### src/rtl/buffered_fifo_pkg.sv
// Pointer helpers shared by the read and write sides of the buffered FIFO.
// Pointers are binary with one extra MSB that toggles on every address wrap.
package buffered_fifo_pkg;

    function automatic int ptr_w(input int depth);
        return $clog2(depth) + 1;
    endfunction

    // Address field wraps to 0 after depth-1 and the bit just above it toggles.
    function automatic logic [31:0] ptr_inc(input logic [31:0] ptr, input int depth);
        logic [31:0] addr_mask;
        logic [31:0] wrap_bit;
        logic [31:0] nxt;
        addr_mask = 32'(depth - 1);
        wrap_bit  = 32'(depth);
        if ((ptr & addr_mask) == addr_mask) begin
            nxt = (ptr & ~addr_mask) ^ wrap_bit;
        end else begin
            nxt = ptr + 32'd1;
        end
        return nxt & (wrap_bit | addr_mask);
    endfunction

endpackage

### src/rtl/mem_reader_cache.sv
// Small count-based register FIFO that lands RAM read returns.
// The head entry is read combinationally; push and pop may coincide at any fill level.
module mem_reader_cache
    import buffered_fifo_pkg::*;
#(
    parameter int DATA_WIDTH  = 11,
    parameter int CACHE_DEPTH = 8,
    parameter int CNT_W       = $clog2(CACHE_DEPTH + 1)
) (
    input  logic                  clk_i,
    input  logic                  rst_n_i,
    input  logic                  push_i,
    input  logic [DATA_WIDTH-1:0] push_data_i,
    input  logic                  pop_i,
    output logic [DATA_WIDTH-1:0] head_o,
    output logic [CNT_W-1:0]      count_o,
    output logic                  empty_o,
    output logic                  full_o
);

    localparam int IDX_W = (CACHE_DEPTH > 1) ? $clog2(CACHE_DEPTH) : 1;

    logic [DATA_WIDTH-1:0] entry_q [CACHE_DEPTH];
    logic [IDX_W-1:0]      wr_idx_q;
    logic [IDX_W-1:0]      rd_idx_q;
    logic [CNT_W-1:0]      cnt_q;
    logic                  do_push;
    logic                  do_pop;

    function automatic logic [IDX_W-1:0] idx_inc(input logic [IDX_W-1:0] idx);
        if (32'(idx) == CACHE_DEPTH - 1) begin
            return '0;
        end
        return idx + IDX_W'(1);
    endfunction

    assign empty_o = (cnt_q == '0);
    assign full_o  = (cnt_q == CNT_W'(CACHE_DEPTH));
    assign count_o = cnt_q;
    assign head_o  = entry_q[rd_idx_q];

    // A pop frees its slot in the same cycle, so a push into a full cache is accepted only alongside a pop.
    assign do_pop  = pop_i && !empty_o;
    assign do_push = push_i && (!full_o || do_pop);

    always_ff @(posedge clk_i) begin
        if (!rst_n_i) begin
            for (int i = 0; i < CACHE_DEPTH; i++) begin
                entry_q[i] <= '0;
            end
            wr_idx_q <= '0;
            rd_idx_q <= '0;
            cnt_q    <= '0;
        end else begin
            if (do_push) begin
                entry_q[wr_idx_q] <= push_data_i;
                wr_idx_q          <= idx_inc(wr_idx_q);
            end
            if (do_pop) begin
                rd_idx_q <= idx_inc(rd_idx_q);
            end
            cnt_q <= cnt_q + CNT_W'(do_push) - CNT_W'(do_pop);
        end
    end

endmodule

### src/rtl/fifo_mem_reader.sv
// Read side of the buffered FIFO: fetches words from a fixed-latency RAM under a credit
// limit, lands them in a register cache and presents the head word on an Avalon-ST source.
module fifo_mem_reader
    import buffered_fifo_pkg::*;
#(
    parameter int DATA_WIDTH  = 11,
    parameter int MEM_DEPTH   = 16,
    parameter int LATENCY     = 4,
    parameter int CACHE_DEPTH = 8
) (
    input  logic                          clk_i,
    input  logic                          rst_n_i,
    input  logic [ptr_w(MEM_DEPTH)-1:0]   wr_ptr_i,
    output logic [ptr_w(MEM_DEPTH)-1:0]   rd_ptr_o,
    output logic [ptr_w(MEM_DEPTH)-1:0]   occupancy_o,
    output logic                          mem_rd_en_o,
    output logic [$clog2(MEM_DEPTH)-1:0]  mem_rd_addr_o,
    input  logic [DATA_WIDTH-1:0]         mem_rd_data_i,
    output logic [DATA_WIDTH-1:0]         data_o,
    output logic                          valid_o,
    input  logic                          ready_i
);

    localparam int ADDR_W = $clog2(MEM_DEPTH);
    localparam int PTR_W  = ptr_w(MEM_DEPTH);
    localparam int CNT_W  = $clog2(CACHE_DEPTH + 1);
    localparam int INF_W  = $clog2(LATENCY + 1);

    logic [PTR_W-1:0]      rd_ptr_q;
    logic [LATENCY-1:0]    vld_q;
    logic [LATENCY-1:0]    vld_d;
    logic [INF_W-1:0]      inflight;
    logic [CNT_W-1:0]      cache_cnt;
    logic [DATA_WIDTH-1:0] cache_head;
    logic                  cache_empty;
    logic                  cache_full;
    logic                  mem_empty;
    logic                  credit_ok;
    logic                  issue;
    logic                  push;
    logic                  pop;

    // Source handshake: a word transfers in every cycle where valid_o and ready_i are both 1;
    // once valid_o rises it stays high with data_o unchanged until that transfer happens, and
    // ready_i has no effect while valid_o is low.
    assign valid_o = rst_n_i && !cache_empty;
    assign data_o  = rst_n_i ? cache_head : '0;
    assign pop     = valid_o && ready_i;

    assign rd_ptr_o      = rst_n_i ? rd_ptr_q : '0;
    assign mem_rd_addr_o = rd_ptr_o[ADDR_W-1:0];
    assign occupancy_o   = wr_ptr_i - rd_ptr_o;
    assign mem_empty     = (wr_ptr_i == rd_ptr_o);

    // Every issued read owns a cache slot until it is popped; a pop this cycle frees one slot early.
    assign credit_ok   = (32'(inflight) + 32'(cache_cnt)) < CACHE_DEPTH;
    assign issue       = rst_n_i && !mem_empty && (credit_ok || pop);
    assign mem_rd_en_o = issue;

    assign push = vld_q[LATENCY-1];

    always_comb begin
        vld_d    = '0;
        inflight = '0;
        vld_d[0] = issue;
        for (int i = 1; i < LATENCY; i++) begin
            vld_d[i] = vld_q[i-1];
        end
        for (int i = 0; i < LATENCY; i++) begin
            inflight = inflight + INF_W'(vld_q[i]);
        end
    end

    always_ff @(posedge clk_i) begin
        if (!rst_n_i) begin
            rd_ptr_q <= '0;
            vld_q    <= '0;
        end else begin
            if (issue) begin
                rd_ptr_q <= PTR_W'(ptr_inc(32'(rd_ptr_q), MEM_DEPTH));
            end
            vld_q <= vld_d;
        end
    end

    mem_reader_cache #(
        .DATA_WIDTH  (DATA_WIDTH),
        .CACHE_DEPTH (CACHE_DEPTH),
        .CNT_W       (CNT_W)
    ) u_cache (
        .clk_i       (clk_i),
        .rst_n_i     (rst_n_i),
        .push_i      (push),
        .push_data_i (mem_rd_data_i),
        .pop_i       (pop),
        .head_o      (cache_head),
        .count_o     (cache_cnt),
        .empty_o     (cache_empty),
        .full_o      (cache_full)
    );

    a_no_push_when_full : assert property (
        @(posedge clk_i) disable iff (!rst_n_i) !(push && cache_full)
    );

    a_occupancy_in_range : assert property (
        @(posedge clk_i) disable iff (!rst_n_i) 32'(occupancy_o) <= MEM_DEPTH
    );

endmodule

### config.mk
export PLATFORM = sky130hd
export DESIGN_NAME = fifo_mem_reader
export DESIGN_NICKNAME = d
export VERILOG_FILES = /design/src/rtl/buffered_fifo_pkg.sv /design/src/rtl/mem_reader_cache.sv /design/src/rtl/fifo_mem_reader.sv
export SDC_FILE = /design/constraint.sdc
export NUM_CORES = 1
export LEC_CHECK = 0
export CORE_MARGIN = 2
export CORE_UTILIZATION = 50
export DETAILED_ROUTE_END_ITERATION = 8
export GPL_ROUTABILITY_DRIVEN = 0
export HOLD_SLACK_MARGIN = 0.05
export PLACE_DENSITY = 0.7
export SYNTH_ARGS = -nofsm -noshare
export SYNTH_HDL_FRONTEND = slang
export SYNTH_SLANG_ARGS = --single-unit
### constraint.sdc
create_clock -name clk_i -period 3.4 [get_ports clk_i]
set_clock_uncertainty 0.15 [all_clocks]
set_input_delay 0.51 -clock clk_i [delete_from_list [all_inputs] [get_ports clk_i]]
set_output_delay 0.51 -clock clk_i [all_outputs]
set_load 0.05 [all_outputs]
==> impl_metrics.csv <==
group,metric,value,unit
floorplanning,num_rows,37,
setup_path,crit_type,"reg2out",
synthesis,synth.area.mux_share,11.2,%
sta,rsz0062_at_grt,"false",
synthesis,synth_compound_area_share,4.30,%
clock_network,htreeDepth,3,
placed_design,dp_hpwl,7830,um
detailed_routing,drtPass1Iterations,4,
detailed_routing,dr_total_vias,3281,
synthesis,synthAdderAreaFrac,5.04,%
synthesis,ys_warn_count,0,
sta,finalCritPeriodShare,93.9,%
floorplanning,start_util,51.9,%
clock_network,cts_tree,"yes",
global_routing,grt_overflow,0,
clock_network,clockBufferDepth,2,
final_layout,final_common_cell,"and2_1",
detailed_routing,routed_wirelength,11200,um
run,maxCapViolations,0,
pwr,leakage,2.53,nW
final_layout,multiInputGateArea,0.00215,mm2
detailed_routing,wl_per_cell,18.3,um
pwr,vdd_ir_drop_max,0.333,mV
setup_path,arrival,2.53,ns
floorplanning,die_y,108,um
synthesis,synth-simple-area-share,18.2,%
setup_path,cp_max_fo,2,
detailed_routing,wl_met2,5590,um
placed_design,dp_cells,596,
clock_network,cts.sinks,110,
setup_path,start_kind,"register",
global_routing,grt_max_degree,23,
detailed_routing,drc,0,
synthesis,ys.flop_type,"edfxtp_1",
detailed_routing,viasPerCell,5.35,
pwr,power.density,545,mW/mm2
synthesis,synth-xor-area-share,0.810,%
synthesis,synth_top_family_by_area,"simple AND/OR/NAND/NOR gates",
synthesis,yosysSeqAreaShare,57.0,%
floorplanning,pin_count,46,
setup_path,worstSetupEndpointType,"output port",
final_layout,fin_area,0.00659,mm2
floorplanning,die_area,0.0117,mm2
final_layout,drive_above_1_share,22.2,%
sta,timing.fmax,313,MHz
sta,hold_violations,0,
sta,finalMaxSlewViolations,0,
final_layout,area_growth_syn_to_layout,21.8,%
worst_hold_path,hold_path.class,"reg2reg",
final_layout,area.sequential,0.00308,mm2
synthesis,ys_seq_elements,110,
detailed_routing,wl_met3,386,um
sta,tightest_slew,0.716,ns
synthesis,synthDistinctLibCells,39,
detailed_routing,ant_nets,0,
clock_network,clk_pin_slew_worst_paths,0.10,ns
final_layout,stdcell_count,613,
detailed_routing,drt-met1-wl,5050,um
synthesis,syn-instance-count,410,
synthesis,synth_edf_count,88,
placed_design,placed_cell_area,0.00638,mm2
synthesis,synthArstFlopShare,0,%
floorplanning,core,0.0104,mm2
final_layout,fillers,806,
detailed_routing,top_layer_used,"met4",
global_routing,grtUsageTotal,21.2,%
sta,max_slew_margin,52.2,%
sta,setup_viol,0,
global_routing,grt_pass1_wl,18300,um
detailed_routing,drt_iter0_drc,186,
sta,layout_min_cycle_time,3.19,ns
floorplanning,chipWidth,108,um
clock_network,hold_buffers,0,
final_layout,antenna_cells,0,
clock_network,cts_made_buffers,9,
clock_network,cts_root_buf,"clkbuf_8",
final_layout,mostFrequentLayoutCells,"and2_1, edfxtp_1, buf_4",
global_routing,antenna_found_initial,0,
setup_path,crit_required,2.74,ns
placed_design,port_buffers,45,
clock_network,clk_latency,0.37,ns
global_routing,first_global_vias,3494,
synthesis,synth_area,0.00541,mm2
status,status,"completed",
synthesis,syn-num-nets,449,
final_layout,fin_nets,511,
sta,tns,0,ns
synthesis,syn_avg_cell_area,13.2,um2
setup_path,ff2ff_setup_slack,0.73,ns
## where the power goes
group / switching [mW] / internal, mW
Clock: 0.475 / 0.283
Sequential: 0.0571 / 1.54
Combinational: 0.664 / 0.577
Total: 1.20 / 2.40
## synthesized netlist by cell type, types with 2 or more instances
cell | number | share of area [%]
and2_1 | 95 | 11
ha_1 | 17 | 3.9
mux2i_1 | 11 | 2.0
a21o_1 | 3 | 0.42
nor2_1 | 20 | 1.4
a21oi_1 | 12 | 1.1
nand2b_1 | 6 | 0.69
o21ai_0 | 13 | 1.2
and3_1 | 2 | 0.23
inv_1 | 16 | 1.1
nand3_1 | 5 | 0.46
buf_4 | 5 | 0.69
nor3_1 | 2 | 0.19
buf_6 | 2 | 0.42
edfxtp_1 | 88 | 49
clkbuf_1 | 15 | 1.0
fa_1 | 3 | 1.1
buf_2 | 2 | 0.19
mux4_2 | 22 | 9.2
xnor2_1 | 4 | 0.65
o22ai_1 | 2 | 0.23
nand2_1 | 20 | 1.4
nand2_4 | 2 | 0.42
nand4_1 | 2 | 0.23
or3_1 | 6 | 0.69
dfxtp_1 | 22 | 8.1
## path summary, 6_finish.rpt
path,depth (start not counted),start,endpoint
setup / recovery,7,vld_q[0],mem_rd_en_o
hold / removal,1,vld_q[2],vld_q[3]
setup reg to reg,9,vld_q[0],rd_ptr_q[4]
hold reg to reg,1,vld_q[2],vld_q[3]
## through the flow
step / power [mW] / hold WS (ns) / util, % / setup slack, ns
floorplan: 2.40 / 0.286 / - / 0.00538
global placement: 2.84 / 0.314 / 61.2 / 0.291
detailed placement: 2.86 / 0.329 / 61.2 / 0.226
CTS: 3.63 / 0.353 / 63.2 / 0.187
global route: 3.77 / 0.377 / 63.2 / 0.0554
finish: 3.59 / 0.356 / 63.2 / 0.208
## critical path, cell delays in order, from the launching register on
cell,delay [ns]
dfxtp_1,0.34
fa_1,0.42
ha_1,0.30
a21oi_1,0.31
a2111oi_4,0.13
o41ai_4,0.39
nor2_1,0.07
buf_4,0.21
## flip-flops by register name (all words and copies together), names as in the netlist, named ones only
register and cells:
vld_q 4, u_cache.entry_q 88, u_cache.count_o 4, u_cache.rd_idx_q 3, u_cache.wr_idx_q 3, rd_ptr_q 5
## cell families (layout without fill, tap and decap cells)
kind of cell               Yosys count  after routing
and+or+nand+nor                    168            168
DFF                                110            110
buffers and inverters               40            107
AOI/OAI and AO/OA                   34             34
muxes                               33             33
adders and majority gates           20             20
xor gates and xnor gates             5              5
## final cells by class
type                    instances  share of cell area (%)
clock inverters                 7                    1.01
repair buffers                 75                    14.2
multi-input cells             260                    32.6
flip-flops and latches        110                    46.8
clock buffers                   9                    1.88
inverters                      16                   0.912
well taps                     136                    2.58
## timing repair
item,CTS,global route
resized for setup,1,0
buffers inserted,1,0
endpoints found under the setup margin,1,0
## routing by layer
| layer | vias to the layer above | track usage (%) |
|---|---|---|
| li1 | 1577 | - |
| met1 | 1631 | 28.0 |
| met2 | 63 | 35.4 |
| met3 | 10 | 3.74 |
| met4 | 0 | 8.15 |
| met5 | - | 0 |
No activity file was read; power rests on OpenSTA's default activity.
